--- config.mk ---
export PLATFORM = sky130hd
export DESIGN_NAME = vector_output_buffer
export DESIGN_NICKNAME = d
export VERILOG_FILES = /design/src/rtl/vector_output_buffer.sv
export SDC_FILE = /design/constraint.sdc
export NUM_CORES = 1
export LEC_CHECK = 0
export ABC_AREA = 1
export BUFFER_PORTS_ARGS = -buffer_cell sky130_fd_sc_hd__buf_4
export CELL_PAD_IN_SITES_DETAIL_PLACEMENT = 0
export CELL_PAD_IN_SITES_GLOBAL_PLACEMENT = 2
export CORE_MARGIN = 1
export CORE_UTILIZATION = 30
export CTS_CLUSTER_SIZE = 8
export DETAILED_ROUTE_END_ITERATION = 8
export PLACE_DENSITY_LB_ADDON = 0.1
export SKIP_LAST_GASP = 1
export SLEW_MARGIN = 10
export SYNTH_ARGS = -nofsm -noshare
export SYNTH_HDL_FRONTEND = slang
export SYNTH_SLANG_ARGS = --single-unit
--- constraint.sdc ---
create_clock -name clock -period 6.5 [get_ports clock]
set_input_delay 1.3 -clock clock [delete_from_list [all_inputs] [get_ports clock]]
set_output_delay 1.3 -clock clock [all_outputs]
set_load 0.01 [all_outputs]
--- src/rtl/vector_output_buffer.sv ---
// Capture FIFO for CPU output vectors with a valid/ready drain port.
// Each entry leaves as one full-vector beat or as one beat per lane.
module vector_output_buffer #(
    parameter int DATA_WIDTH  = 16,
    parameter int VECTOR_SIZE = 6,
    parameter int DEPTH       = 8
) (
    input  logic                              clock,
    input  logic                              reset,
    input  logic                              outFlag,
    input  logic [DATA_WIDTH*VECTOR_SIZE-1:0] out,
    input  logic                              serialMode,
    input  logic                              outReady,
    output logic                              outValid,
    output logic [DATA_WIDTH*VECTOR_SIZE-1:0] outData,
    output logic [$clog2(VECTOR_SIZE)-1:0]    outLane,
    output logic                              outLast,
    output logic [$clog2(DEPTH+1)-1:0]        count,
    output logic                              full,
    output logic                              overflow,
    input  logic                              clearOverflow
);
    localparam int VW = DATA_WIDTH * VECTOR_SIZE;
    localparam int LW = $clog2(VECTOR_SIZE);
    localparam int PW = $clog2(DEPTH);
    localparam int CW = $clog2(DEPTH + 1);
    localparam logic [LW-1:0] LAST_LANE = LW'(VECTOR_SIZE - 1);

    typedef enum logic [1:0] {IDLE, VECTOR, SERIAL} state_t;

    state_t                state;
    state_t                stateNext;
    logic [VW-1:0]         mem [DEPTH];
    logic [PW-1:0]         rdPtr;
    logic [PW-1:0]         wrPtr;
    logic [LW-1:0]         lane;
    logic [CW-1:0]         countNext;
    logic [VW-1:0]         head;
    logic [DATA_WIDTH-1:0] laneData;
    logic                  push;
    logic                  handshake;
    logic                  pop;

    assign full      = (count == CW'(DEPTH));
    assign push      = outFlag && !full;
    assign handshake = outValid && outReady;
    assign pop       = handshake && outLast;

    always_comb begin
        countNext = count;
        if (push && !pop)
            countNext = count + 1'b1;
        else if (pop && !push)
            countNext = count - 1'b1;
    end

    always_ff @(posedge clock or negedge reset) begin
        if (!reset)
            state <= IDLE;
        else
            state <= stateNext;
    end

    // serialMode only matters when a new entry is about to be presented
    always_comb begin
        stateNext = state;
        case (state)
            IDLE: begin
                if (count != '0)
                    stateNext = serialMode ? SERIAL : VECTOR;
            end
            default: begin
                if (pop) begin
                    if (countNext == '0)
                        stateNext = IDLE;
                    else
                        stateNext = serialMode ? SERIAL : VECTOR;
                end
            end
        endcase
    end

    always_comb begin
        head     = mem[rdPtr];
        laneData = '0;
        for (int i = 0; i < VECTOR_SIZE; i++) begin
            if (lane == LW'(i))
                laneData = head[i*DATA_WIDTH +: DATA_WIDTH];
        end
        outValid = (state != IDLE);
        outLane  = (state == SERIAL) ? lane : '0;
        outLast  = (state == VECTOR) ||
                   ((state == SERIAL) && (lane == LAST_LANE));
        case (state)
            VECTOR:  outData = head;
            SERIAL:  outData = VW'(laneData);
            default: outData = '0;
        endcase
    end

    always_ff @(posedge clock or negedge reset) begin
        if (!reset) begin
            rdPtr    <= '0;
            wrPtr    <= '0;
            count    <= '0;
            lane     <= '0;
            overflow <= 1'b0;
        end else begin
            count <= countNext;
            if (push)
                wrPtr <= wrPtr + 1'b1;
            if (pop)
                rdPtr <= rdPtr + 1'b1;
            if (handshake && state == SERIAL)
                lane <= outLast ? '0 : lane + 1'b1;
            if (clearOverflow)
                overflow <= 1'b0;
            else if (outFlag && full)
                overflow <= 1'b1;
        end
    end

    always_ff @(posedge clock) begin
        if (push)
            mem[wrPtr] <= out;
    end
endmodule

Yosys cells after proc, flatten, opt, wreduce, memory -nomap -nowiden
Memories as Yosys holds them, arrays and structs flattened.
Cells that the tools add are included.
{"block": "word_totals", "register_bits": 16, "latch_bits": 0, "ram_bits": 768, "rom_bits": 0, "input_bits": 102, "out_inout_bits": 107, "wordCells": 61, "n_memories": 1}
{"block": "classes", "addsub": 5, "n_mul": 0, "n_div": 0, "n_lt_le_gt_ge": 0, "eq_ne": 9, "shifts": 0, "mux": 20, "bitwise": 0, "n_reduce_logical": 20}
{"memory": "mem", "words": 8, "width": 96, "rd": 1, "rd_ports_with_merged_regs": 0, "wr": 1, "line_no": "33", "rtl": "logic [VW-1:0] mem [DEPTH];"}
{"op": "96-bit case mux with 2 select lines", "count": 1}
{"op": "16-bit two-way mux", "count": 6}
{"op": "2-bit two-way mux", "count": 5}
{"op": "3-bit by 1-bit adder with 3-bit output (second input constant)", "count": 3}
{"op": "1-bit logical AND", "count": 8}
{"op": "4-bit two-way mux", "count": 2}
{"op": "3-bit by 2-bit equality test with 1-bit output (second input constant)", "count": 2}
{"op": "3-bit equality test (second input constant)", "count": 2}
{"op": "3-bit two-way mux", "count": 2}
{"op": "2-bit nonzero test", "count": 3}
{"op": "4-bit by 1-bit adder with 4-bit output (second input constant)", "count": 1}
{"op": "4-bit equality test (second input constant)", "count": 1}
{"op": "4-bit zero test", "count": 1}
{"op": "1-bit two-way mux", "count": 4}
{"op": "4-bit nonzero test", "count": 1}
{"op": "4-bit by 1-bit subtractor with 4-bit output (second input constant)", "count": 1}
{"op": "3-bit by 1-bit equality test with 1-bit output (second input constant)", "count": 1}
{"op": "1-bit zero test", "count": 3}
{"op": "3-bit zero test", "count": 1}
{"op": "2-bit by 1-bit equality test with 1-bit output (second input constant)", "count": 1}
{"op": "2-bit equality test (second input constant)", "count": 1}
{"op": "2-bit zero test", "count": 1}
{"op": "2-bit inequality test (second input constant)", "count": 1}
{"op": "2-bit AND reduction", "count": 1}
{"op": "1-bit logical OR", "count": 1}

Logic depth before layout (Yosys ltp)
{"block": "logic_depth", "depth_word": 11, "depth_mapped": 16, "depth_no_buf": 14}

Worst setup path after synthesis
Ideal clock, no wire load.
{"block": "synth_path", "kind": "in2reg", "start": "input outFlag", "end": "memory mem[0][0] (netlist name) (enable)", "setup_time_ps": 551, "arrival_ps": 5719, "required_ps": 5949, "slack_ps": 230, "cell_stages": 3, "path_buffers": 0, "cell_sequence": "nand2_1 > or2_2 > nor2_1"}
{"block": "synth_via", "elab_chain_cells": 3}
{"item": "from (decl)", "line_no": "10", "rtl": "input logic outFlag,"}
{"item": "1-bit logical AND", "line_no": "45", "rtl": "assign push = outFlag && !full;"}
{"item": "1-bit two-way mux", "line_no": "124", "rtl": "if (push)"}
{"item": "1-bit two-way mux (implied by the code)", "line_no": "125", "rtl": "mem[wrPtr] <= out;"}
{"item": "to (decl)", "line_no": "33"}
No other way between the ends.

Worst setup path in the final report
{"block": "layout_path", "start": "register rdPtr[0]", "end": "output outData[8]"}
{"block": "layout_via", "elab_chain_cells": 8}
{"item": "from (decl)", "line_no": "34", "rtl": "logic [PW-1:0] rdPtr;"}
{"item": "from (signal assigned)", "line_no": "113", "rtl": "rdPtr <= rdPtr + 1'b1;"}
{"item": "memory 8 x 96 bit (*)"}
{"item": "16-bit two-way mux (6 in series)", "line_no": "87", "rtl": "if (lane == LW'(i))"}
{"item": "96-bit case mux with 2 select lines (*)", "line_no": "94", "rtl": "case (state)"}
{"item": "to (decl)", "line_no": "15", "rtl": "output logic [DATA_WIDTH*VECTOR_SIZE-1:0] outData,"}
Every way passes the cells marked *; elsewhere a longest branch is shown, timed or not.

==> impl_metrics.yaml <==
status:
  status: "complete, no violations"
sta:
  relSlewSlack: 0.303
  rsz0062_at_grt: "no"
  holdWs_ns: 0.480
  fmax_mhz: 176
  worstMarginPinSlew_ns: 1.04
  fin_crit_sh: 0.875
  tns_ns: 0
  min_period_ns: 5.69
  setup_ws_ns: 0.811
  skew_ns: 0.0350
  setup_violations: 0
  slew_viol_final: 0
  finalHoldViolCount: 0
route:
  drt_iter0_drc: 1651
  routed_via_density: 4.79
  vias: 22500
  drt_wl_total_um: 115000
  wl_per_cell_um: 24.4
  antenna_left: 0
  drc_errors: 0
  first_pass_iters: 5
setup_path:
  r2r_cells: 8
  crit_slowest_cell: "dfrtp_4"
  critPathRequiredTime_ns: 5.20
  cp_num_buf_inv: 3
  crit_chain: "buf_4 -> buf_4 -> nand2_1 -> nand3_1 -> nand2_1 -> o21ai_1 -> a21oi_1 -> nand2_1 -> nand2_1 -> nand2_1 -> nand2_1 -> nand2_1 -> buf_4"
  arrival_ns: 4.39
  critPathMostFrequentCell: "nand2_1"
  max_stage_delay_ns: 0.79
  reg2reg_from: "count[0]"
  crit_fanout: 57
  crit_type: "flop to output port"
  crit_path_end_kind: "output port"
  r2r_slack_ns: 3.23
  crit_family: "buffers and inverters"
  crit_cells: 13
  worst_r2r_endpoint: "mem[1][46]"
  critPathLaunchType: "flop"
clock_network:
  cts_tree: "built"
  cts_buffer_depth: 3
  clk_latency_ns: 0.69
  cts_setup_buffers: 0
  cts_hold_buffers: 0
  htreeDepth: 3
  path_clk_slew_ns: 0.05
  cts-root-buf: "clkbuf_16"
  post_cts_resized: 0
  cts_made_buffers: 108
  numClockSinks: 784
cells_and_area:
  seq_area_um2: 23500
  final_core_util: 0.359
  final.fill_count: 10800
  area_delta_synth_final_pct: 17.8
  nets: 3308
  fin_cells: 4703
  stdcell_area_um2: 39300
  drive_gt1_frac: 0.127
  multi_input_area_um2: 8160
  final_cell_mix: "nand2_1, edfxtp_1, nand3_1, buf_4, inv_1"
  final_common_cell: "nand2_1"
power:
  leakagePower_nw: 15.1
  ir_drop_mv: 0.285
  p_total_mw: 19.3
  powerDensity_nw_per_um2: 492
die:
  initial_core_util: 0.305
  die_w_um: 335
  core_area_um2: 109000
  pin_count: 209
  rows: 121
  fp.dieH_um: 335
  die-area_um2: 112000
place:
  io_buffers: 208
  postPlaceCellArea_um2: 36300
  globalplace.congestion: 0.794
  dp.cells: 4559
  place_hpwl_um: 68700
  dp_worst_setup_slack_ns: 1.58
global_routing:
  antenna_found_initial: 8
  grt_pass1_vias: 22200
  grt_max_degree: 137
  grt_usage: 0.203
  gr-total-overflow: 0
  grt_pass1_wl_um: 163000
logic_synthesis:
  netlist_area_um2: 33300
  synth_cells: 2986
  synth-main-ff-cell: "edfxtp_1"
  synth_seq_cells: 784
  async_reset_ff_frac: 0.0204
  syn_nets: 3101
  ys_warn_count: 0
  synth_cell_types: 32
  yosysSeqAreaShare: 0.704
  avgSynthCellArea_um2: 11.2
  synth-edff-count: 768
min_path:
  hold_path_class: "primary input to async pin"
flow_run:
  cap_violations: 0
-- cell families (layout without fill, tap and decap cells) --
kind of cell             after synthesis  after routing  synth area share
flip-flops                           784            784             0.704
other                                  0              1                 0
XOR/XNOR                               5              5           0.00131
buffers and inverters                351            591            0.0533
AO/OA/AOI/OAI                        216            216            0.0358
adder cells (fa/ha/maj)               13             13           0.00488
AND/OR/NAND/NOR                     1617           1617             0.201
-- cell type report --
type | instances | share of cell area
well taps | 1476 | 0.0470
flip-flops and latches | 784 | 0.598
clock inverters | 5 | 0.00242
clock buffers | 138 | 0.0728
repair buffers | 268 | 0.0547
multi-input cells | 1851 | 0.208
diodes | 1 | 0.0000637
inverters | 180 | 0.0177
-- registers in the layout, indices dropped and copies added (netlist names) --
register / cells
lane: 3
count: 4
rdPtr: 3
wrPtr: 3
state: 2
mem: 768
overflow: 1
-- synthesized netlist by cell type, types with 2 or more instances --
cell      count  share of area
buf_4        27         0.0061
o22ai_1      32         0.0060
buf_2        66         0.0099
ha_1         13         0.0049
buf_6        34          0.011
nand2_1    1020           0.11
buf_1        13         0.0015
dfrtp_1      16          0.012
and2_1       17         0.0032
xor2_1        4         0.0011
inv_2         3        0.00034
o21ai_0      44         0.0066
a31oi_1      13         0.0024
nand2_2       3        0.00056
nand3_1     445          0.067
a21oi_1      67          0.010
o21ai_1      41         0.0062
nor2_2        2        0.00038
o21a_1       16         0.0036
inv_1       175          0.020
nor2_1      128          0.014
edfxtp_1    768           0.69
clkbuf_1     30         0.0034
-- power by group --
| part | switching [mW] | internal (mW) | total [mW] | leakage [nW] |
|---|---|---|---|---|
| logic | 5.51 | 1.99 | 7.50 | 6.52 |
| clock network | 2.09 | 3.02 | 5.11 | 1.43 |
| registers | 0.331 | 6.36 | 6.69 | 7.16 |
| total | 7.94 | 11.4 | 19.3 | 15.1 |
-- how the worst max path moves through the flow --
stage / slack, ns / from / to
after global placement: 1.56 / rdPtr[0] / outData[8]
final: 0.81 / rdPtr[0] / outData[8]
after global routing: 0.62 / rdPtr[0] / outData[8]
after floorplan: 0.23 / outFlag / mem[0][0]
after detailed placement: 1.58 / rdPtr[0] / outData[8]
after CTS: 0.81 / rdPtr[0] / outData[8]
-- metal layers --
metal	routed length [um]	GRT usage	vias to the layer above
li1	-	-	10600
met1	52900	0.284	11200
met2	52500	0.321	575
met3	6660	0.0424	151
met4	2540	0.0497	4
met5	23	0	-
No activity file was read; power rests on OpenSTA's default activity.
